**src/rtl/rng_request_scheduler.sv**
```systemverilog
// Round-robin scheduler sharing one block-streaming RNG between NUM_REQ requesters.
// Each grant triggers the RNG once and forwards exactly NUM_BLOCKS words to the winner.
module rng_request_scheduler #(
  parameter int NUM_REQ       = 4,
  parameter int REGISTER_SIZE = 32,
  parameter int BIT_WIDTH     = 4096
) (
  input  logic                     clk_in,
  input  logic                     rst_in,
  input  logic [NUM_REQ-1:0]       req_in,
  output logic [NUM_REQ-1:0]       grant_out,
  output logic                     busy_out,
  output logic                     rng_trigger_out,
  input  logic [REGISTER_SIZE-1:0] rng_data_in,
  input  logic                     rng_valid_in,
  output logic [REGISTER_SIZE-1:0] data_out,
  output logic [NUM_REQ-1:0]       valid_out,
  output logic                     last_out,
  output logic [NUM_REQ-1:0]       done_out
);
  localparam int NUM_BLOCKS = BIT_WIDTH / REGISTER_SIZE;
  localparam int PTR_W      = $clog2(NUM_REQ);
  localparam int CNT_W      = $clog2(NUM_BLOCKS) + 1;

  typedef enum logic [1:0] {IDLE, TRIGGER, STREAM, DONE} state_t;

  state_t             state;
  state_t             state_next;
  logic [PTR_W-1:0]   last_ptr;
  logic [PTR_W-1:0]   cand;
  logic [PTR_W-1:0]   win_idx;
  logic               win_found;
  logic [CNT_W-1:0]   word_cnt;
  logic               capture;
  logic               last_capture;

  // Only words arriving while streaming are counted; everything else is dropped.
  assign capture      = (state == STREAM) && rng_valid_in;
  assign last_capture = capture && (word_cnt == CNT_W'(NUM_BLOCKS - 1));

  // Search starts just after the previous winner and wraps around.
  always_comb begin
    win_found = 1'b0;
    win_idx   = '0;
    cand      = '0;
    for (int i = 1; i <= NUM_REQ; i++) begin
      cand = PTR_W'((int'(last_ptr) + i) % NUM_REQ);
      if (!win_found && req_in[cand]) begin
        win_found = 1'b1;
        win_idx   = cand;
      end
    end
  end

  always_ff @(posedge clk_in or negedge rst_in) begin
    if (!rst_in) begin
      state <= IDLE;
    end else begin
      state <= state_next;
    end
  end

  always_comb begin
    state_next      = state;
    busy_out        = 1'b0;
    rng_trigger_out = 1'b0;
    done_out        = '0;
    case (state)
      IDLE: begin
        if (win_found) begin
          state_next = TRIGGER;
        end
      end
      TRIGGER: begin
        busy_out        = 1'b1;
        rng_trigger_out = 1'b1;
        state_next      = STREAM;
      end
      STREAM: begin
        busy_out = 1'b1;
        if (last_capture) begin
          state_next = DONE;
        end
      end
      DONE: begin
        busy_out   = 1'b1;
        done_out   = grant_out;
        state_next = IDLE;
      end
      default: state_next = IDLE;
    endcase
  end

  // Grant is latched at arbitration and held until the DONE cycle ends.
  always_ff @(posedge clk_in or negedge rst_in) begin
    if (!rst_in) begin
      grant_out <= '0;
      last_ptr  <= PTR_W'(NUM_REQ - 1);
      word_cnt  <= '0;
    end else begin
      if ((state == IDLE) && win_found) begin
        grant_out <= {{(NUM_REQ-1){1'b0}}, 1'b1} << win_idx;
        last_ptr  <= win_idx;
        word_cnt  <= '0;
      end else if (state == DONE) begin
        grant_out <= '0;
      end
      if (capture) begin
        word_cnt <= word_cnt + CNT_W'(1);
      end
    end
  end

  always_ff @(posedge clk_in or negedge rst_in) begin
    if (!rst_in) begin
      data_out  <= '0;
      valid_out <= '0;
      last_out  <= 1'b0;
    end else begin
      valid_out <= capture ? grant_out : '0;
      last_out  <= last_capture;
      if (capture) begin
        data_out <= rng_data_in;
      end
    end
  end

endmodule

```
**config.mk**
```make
export PLATFORM = sky130hd
export DESIGN_NAME = rng_request_scheduler
export DESIGN_NICKNAME = d
export VERILOG_FILES = /design/src/rtl/rng_request_scheduler.sv
export SDC_FILE = /design/constraint.sdc
export NUM_CORES = 1
export LEC_CHECK = 0
export ABC_CLOCK_PERIOD_IN_PS = 3700
export BUFFER_PORTS_ARGS = -buffer_cell sky130_fd_sc_hd__buf_2
export CORE_ASPECT_RATIO = 0.8
export CORE_MARGIN = 4
export CORE_UTILIZATION = 53
export CTS_BUF_LIST = sky130_fd_sc_hd__clkbuf_8 sky130_fd_sc_hd__clkbuf_16
export CTS_CLUSTER_DIAMETER = 80
export DETAILED_ROUTE_END_ITERATION = 10
export PLACE_DENSITY = 0.81
export SLEW_MARGIN = 15
export SYNTH_ARGS = -nofsm -noshare
export SYNTH_HDL_FRONTEND = slang
export SYNTH_SLANG_ARGS = --single-unit
```
**constraint.sdc**
```tcl
create_clock -name clk_in -period 3.7 [get_ports clk_in]
set_input_delay 0.925 -clock clk_in [delete_from_list [all_inputs] [get_ports clk_in]]
set_output_delay 0.925 -clock clk_in [all_outputs]
set_load 0.01 [all_outputs]
```
# Word-level counts from Yosys, hierarchy flattened
# Cells that the tools add are included.
[totals]
ff_bits = 53
out_inout_bits = 47
[classes]
add_sub_neg = 5
magnitude_cmp = 4
eq_ne = 6
shifts = 1
n_mux = 27
reduce_logical = 14
[op_table]
columns = ["cell", "count"]
rows = [
  ["2-to-1 mux 4 bit", 4],
  ["2-to-1 mux 8 bit", 2],
  ["less-than comparator 2 x 3 -> 1 bit (second input constant)", 4],
  ["2-to-1 mux 2 bit", 6],
  ["2-to-1 mux 1 bit", 10],
  ["adder 8 x 1 -> 8 bit (second input constant)", 1],
  ["binary-select mux 1 bit (select 2 bit)", 4],
  ["equality test 8 x 7 -> 1 bit (second input constant)", 1],
  ["one-hot mux 2 bit (4 select lines)", 1],
  ["logical AND 1 bit", 6],
  ["adder 2 x 1 -> 2 bit (second input constant)", 2],
  ["adder 2 bit (second input constant)", 2],
  ["equality test 2 bit (second input constant)", 2],
  ["inequality test 2 bit (second input constant)", 2],
  ["nonzero test 2 bit", 2],
  ["<< shifter 1 x 2 -> 4 bit (first input constant)", 1],
  ["logical NOT 1 bit", 3],
  ["OR reduction 3 bit", 1],
  ["equality test 2 x 1 -> 1 bit (second input constant)", 1],
  ["logical NOT 2 bit", 1],
  ["AND reduction 2 bit", 1],
]

# Longest topological paths before layout
[logic_depth]
word_depth = 16
depth_mapped = 7

# Least setup slack after synthesis
# OpenSTA, ideal clock, no wires.
[synth_timing]
path_type = "input-to-reg"
startpoint = "input port req_in[3]"
endpoint = "register state[1]"
setup_time_ps = 125
arrival_ps = 1908
path_slack_ps = 1667
stages = 4
path_buffers = 0
cell_sequence = "or2_2 nor3_1 a22o_1 mux2_2"
[synth_via]
elab_chain_cells = 14
word_cells_on_any_way = 20
classes_between = "eq/ne: 1; mux: 12; reduce/logical: 7"
[synth_lines]
columns = ["element", "line", "rtl"]
rows = [
  ["start: declaration", "10", "input logic [NUM_REQ-1:0] req_in,"],
  ["binary-select mux 1 bit (select 2 bit)", "48", "if (!win_found && req_in[cand]) begin"],
  ["2-to-1 mux 1 bit (not written as such)", "48", ""],
  ["2-to-1 mux 1 bit", "48", ""],
  ["logical NOT 1 bit", "48", ""],
  ["logical AND 1 bit", "48", ""],
  ["2-to-1 mux 1 bit", "48", ""],
  ["logical NOT 1 bit", "48", ""],
  ["logical AND 1 bit", "48", ""],
  ["2-to-1 mux 1 bit", "48", ""],
  ["logical NOT 1 bit", "48", ""],
  ["logical AND 1 bit", "48", ""],
  ["2-to-1 mux 1 bit (*)", "48", ""],
  ["inequality test 2 bit (no source line) (*)", "--", ""],
  ["AND reduction 2 bit (no source line) (*)", "--", ""],
  ["end signal: assignment", "59", "state <= state_next;"],
  ["end: declaration", "27", "state_t state;"],
]
# Mark *: on every way between the ends. The rest lies on a longest branch, timed or not. The select of a mux whose other input is x is not followed.
# A chain may end at the register's enable or synchronous reset.

# Worst setup path in the final report
[layout_timing]
startpoint = "register state[1]"
endpoint = "output port done_out[3]"
[layout_via]
elab_chain_cells = 2
[layout_lines]
columns = ["element", "line", "rtl"]
rows = [
  ["equality test 2 bit", "68", "case (state)"],
  ["2-to-1 mux 4 bit", "68", ""],
  ["end: declaration", "19", "output logic [NUM_REQ-1:0] done_out"],
]
# No other way between the ends.

==> flow_summary.ini <==
[outcome]
status = finished clean

[hold_path]
min_path_type = reg2reg

[setup_path]
slowest_delay_ns = 0.42
worst_setup_path_start_kind = flip-flop
critPathSlowestCell = dfrtp_1
cp-end-kind = output port
path_buf_inv = 1
path_class = reg2out
path_cells = ha_1 -> and2_1 -> buf_2
crit_required_ns = 2.77
cp.arrival_ns = 1.32
critPathTopFamily = flip-flops
cp_max_fo = 8

[routing]
drt_iter0_markers = 90
routedWlPerCell_um = 12.6
postRouteAntennaNets = 0
drcViolationCount = 0
vias = 1956
first_pass_iters = 4
vias_per_cell = 5.02
wl_um = 4930

[sta]
skew_ns = 0.00793
setup_ws_ns = 1.46
whs_ns = 0.479
slew_violations = 0
fin_crit_sh_pct = 60.5
max_freq_mhz = 446
tns_ns = 0
tightestPinTransition_ns = 0.730
finalHoldViolations = 0
slew_headroom_pct = 51.1
final-setup-viol-count = 0
rsz0062_at_grt = no
fin_crit_ns = 2.24

[clock_tree]
h-tree-depth = 2
cts_tree = done
clock-sinks = 53
cts-root-buf = clkbuf_8
cts_setup_buffers = 0
cts_buffer_depth = 2
post_cts_resized = 0
clock_latency_ns = 0.29
clk_pin_slew_ns = 0.09
postCtsHoldBufs = 0
numCtsBuffers = 5

[cells_and_area]
syn2layout_area_growth_pct = 24.6
fillCellCount = 353
stdcell_count = 390
layout-drive-gt1-share_pct = 31.2
layout.nets = 377
multi_input_area_um2 = 928
n_antenna_cell = 0
regArea_um2 = 1330

[global_route]
grt_pass1_wl_um = 7880
track_usage_pct = 18.6
grt_overflow = 0
antenna_found_initial = 0
grt_pass1_vias = 1838
grt_max_degree = 44

[place]
gp_congestion = 0.823
place_ws_ns = 1.37
io_buffers = 85
placedCellCount = 382
dp_hpwl_um = 3620

[floorplanning]
core_um2 = 4230
chipHeight_um = 67.4
dieArea_um2 = 5540
io-pin-count = 86
start_util_pct = 55.2
fp.dieW_um = 82.2
fp-row-count = 21

[logic_synthesis]
synth_edf_count = 0
synth_top_cell_area_share_pct = 54.6
yosys.cell_types.count = 38
syn_nets = 292
avgSynthCellArea_um2 = 9.46
netlist_instances = 247
synth_top_cells_by_area = dfrtp_1 (55%), nand2_1 (17%), ha_1 (3.2%)
synthFlopType = dfrtp_1
synth_seq_cells = 53
synth_async_sr_flop_share_pct = 100
yosys_warnings = 0
seq_area_frac_synth_pct = 56.9
yosys.area.top_type = dfrtp_1
synth_area_um2 = 2340

[pwr]
leakage_nw = 1.65
ir_drop_mv = 0.360
cellPowerDensity_nw_per_um2 = 753

[flow_run]
cap_violations = 0
## metrics by stage
stage / power, mW / instance area (um2) / util (%)
finish: 2.19 / 2910 / 68.8
global placement: 1.79 / 2800 / 66.1
detailed placement: 1.82 / 2800 / 66.1
global route: 2.37 / 2910 / 68.8
floorplan: 1.49 / 2340 / -
CTS: 2.22 / 2910 / 68.8
## flip-flops by register name, summed over array words and instances (netlist names)
signal     flops
grant_out      4
state          2
data_out      32
valid_out      4
word_cnt       8
last_out       1
last_ptr       2
## cell families (layout without fill, tap and decap cells)
family,Yosys count,count (layout),share of synthesized area (%)
mux,2,2,0.910
fa+ha+maj,6,6,3.21
flops,53,53,56.9
simple gates,139,139,26.1
buf+inv,15,101,3.43
compound gates,32,32,9.48
## metal layers
metal	wire (um)	GRT usage, %
met5	0	0
met4	28	6.43
met3	401	4.40
met2	2160	30.3
met1	2340	24.5
## synthesized netlist by cell type, types with 2 or more instances
cell	instances
inv_1	5
nand2_1	105
o21ai_1	5
dfstp_2	2
ha_1	6
nand3b_1	4
and3_1	5
nand3_1	4
nand4_1	3
nand2b_1	2
and2_1	7
a21oi_1	2
clkbuf_1	6
buf_6	3
dfrtp_1	51
nor2_1	2
and3b_1	2
o31ai_1	2
o21ai_0	10
a31oi_1	3
## tightest hold or removal path, cell delays in order (launching register included)
cell	delay, ns
dfrtp_1	0.35
nand2_1	0.05
nand2_1	0.05
## layout make-up
type | count | share of cell area, %
clock buffer | 6 | 2.84
clock inverter | 2 | 1.16
inverter | 5 | 0.645
multi-input combinational | 179 | 31.9
sequential | 53 | 45.6
tap | 57 | 2.45
timing repair buffer | 88 | 15.4
## cells in the final DEF (no fill, tap or decap), drive strengths merged, types with 2 or more instances in the layout
cell type / Yosys / routed
nand4: 3 / 3
a21oi: 3 / 3
and3b: 2 / 2
dfstp: 2 / 2
a31oi: 3 / 3
nand2: 106 / 106
inv: 5 / 6
clkbuf: 6 / 6
o31ai: 2 / 2
nand2b: 2 / 2
nand3b: 4 / 4
o21ai: 16 / 16
buf: 4 / 88
nor2: 2 / 2
and2: 7 / 7
nand3: 4 / 4
dfrtp: 51 / 51
ha: 6 / 6
and3: 5 / 5
## path summary, 6_finish.rpt
check / startpoint / end / slack [ns] / cells past startpoint
max: state[1] / done_out[3] / 1.46 / 3
min: data_out[5] / data_out[5] / 0.48 / 2
max reg2reg: state[0] / word_cnt[7] / 1.51 / 6
min reg2reg: data_out[5] / data_out[5] / 0.48 / 2
max in group asynchronous: rst_in / last_ptr[1] / 2.28 / 2
min in group asynchronous: rst_in / valid_out[1] / 0.62 / 1
## power by group
| part | switching (mW) | internal, mW |
|---|---|---|
| Clock | 0.173 | 0.218 |
| Sequential | 0.135 | 0.802 |
| Combinational | 0.510 | 0.355 |
| Total | 0.818 | 1.38 |
(Power assumes the default switching activity.)
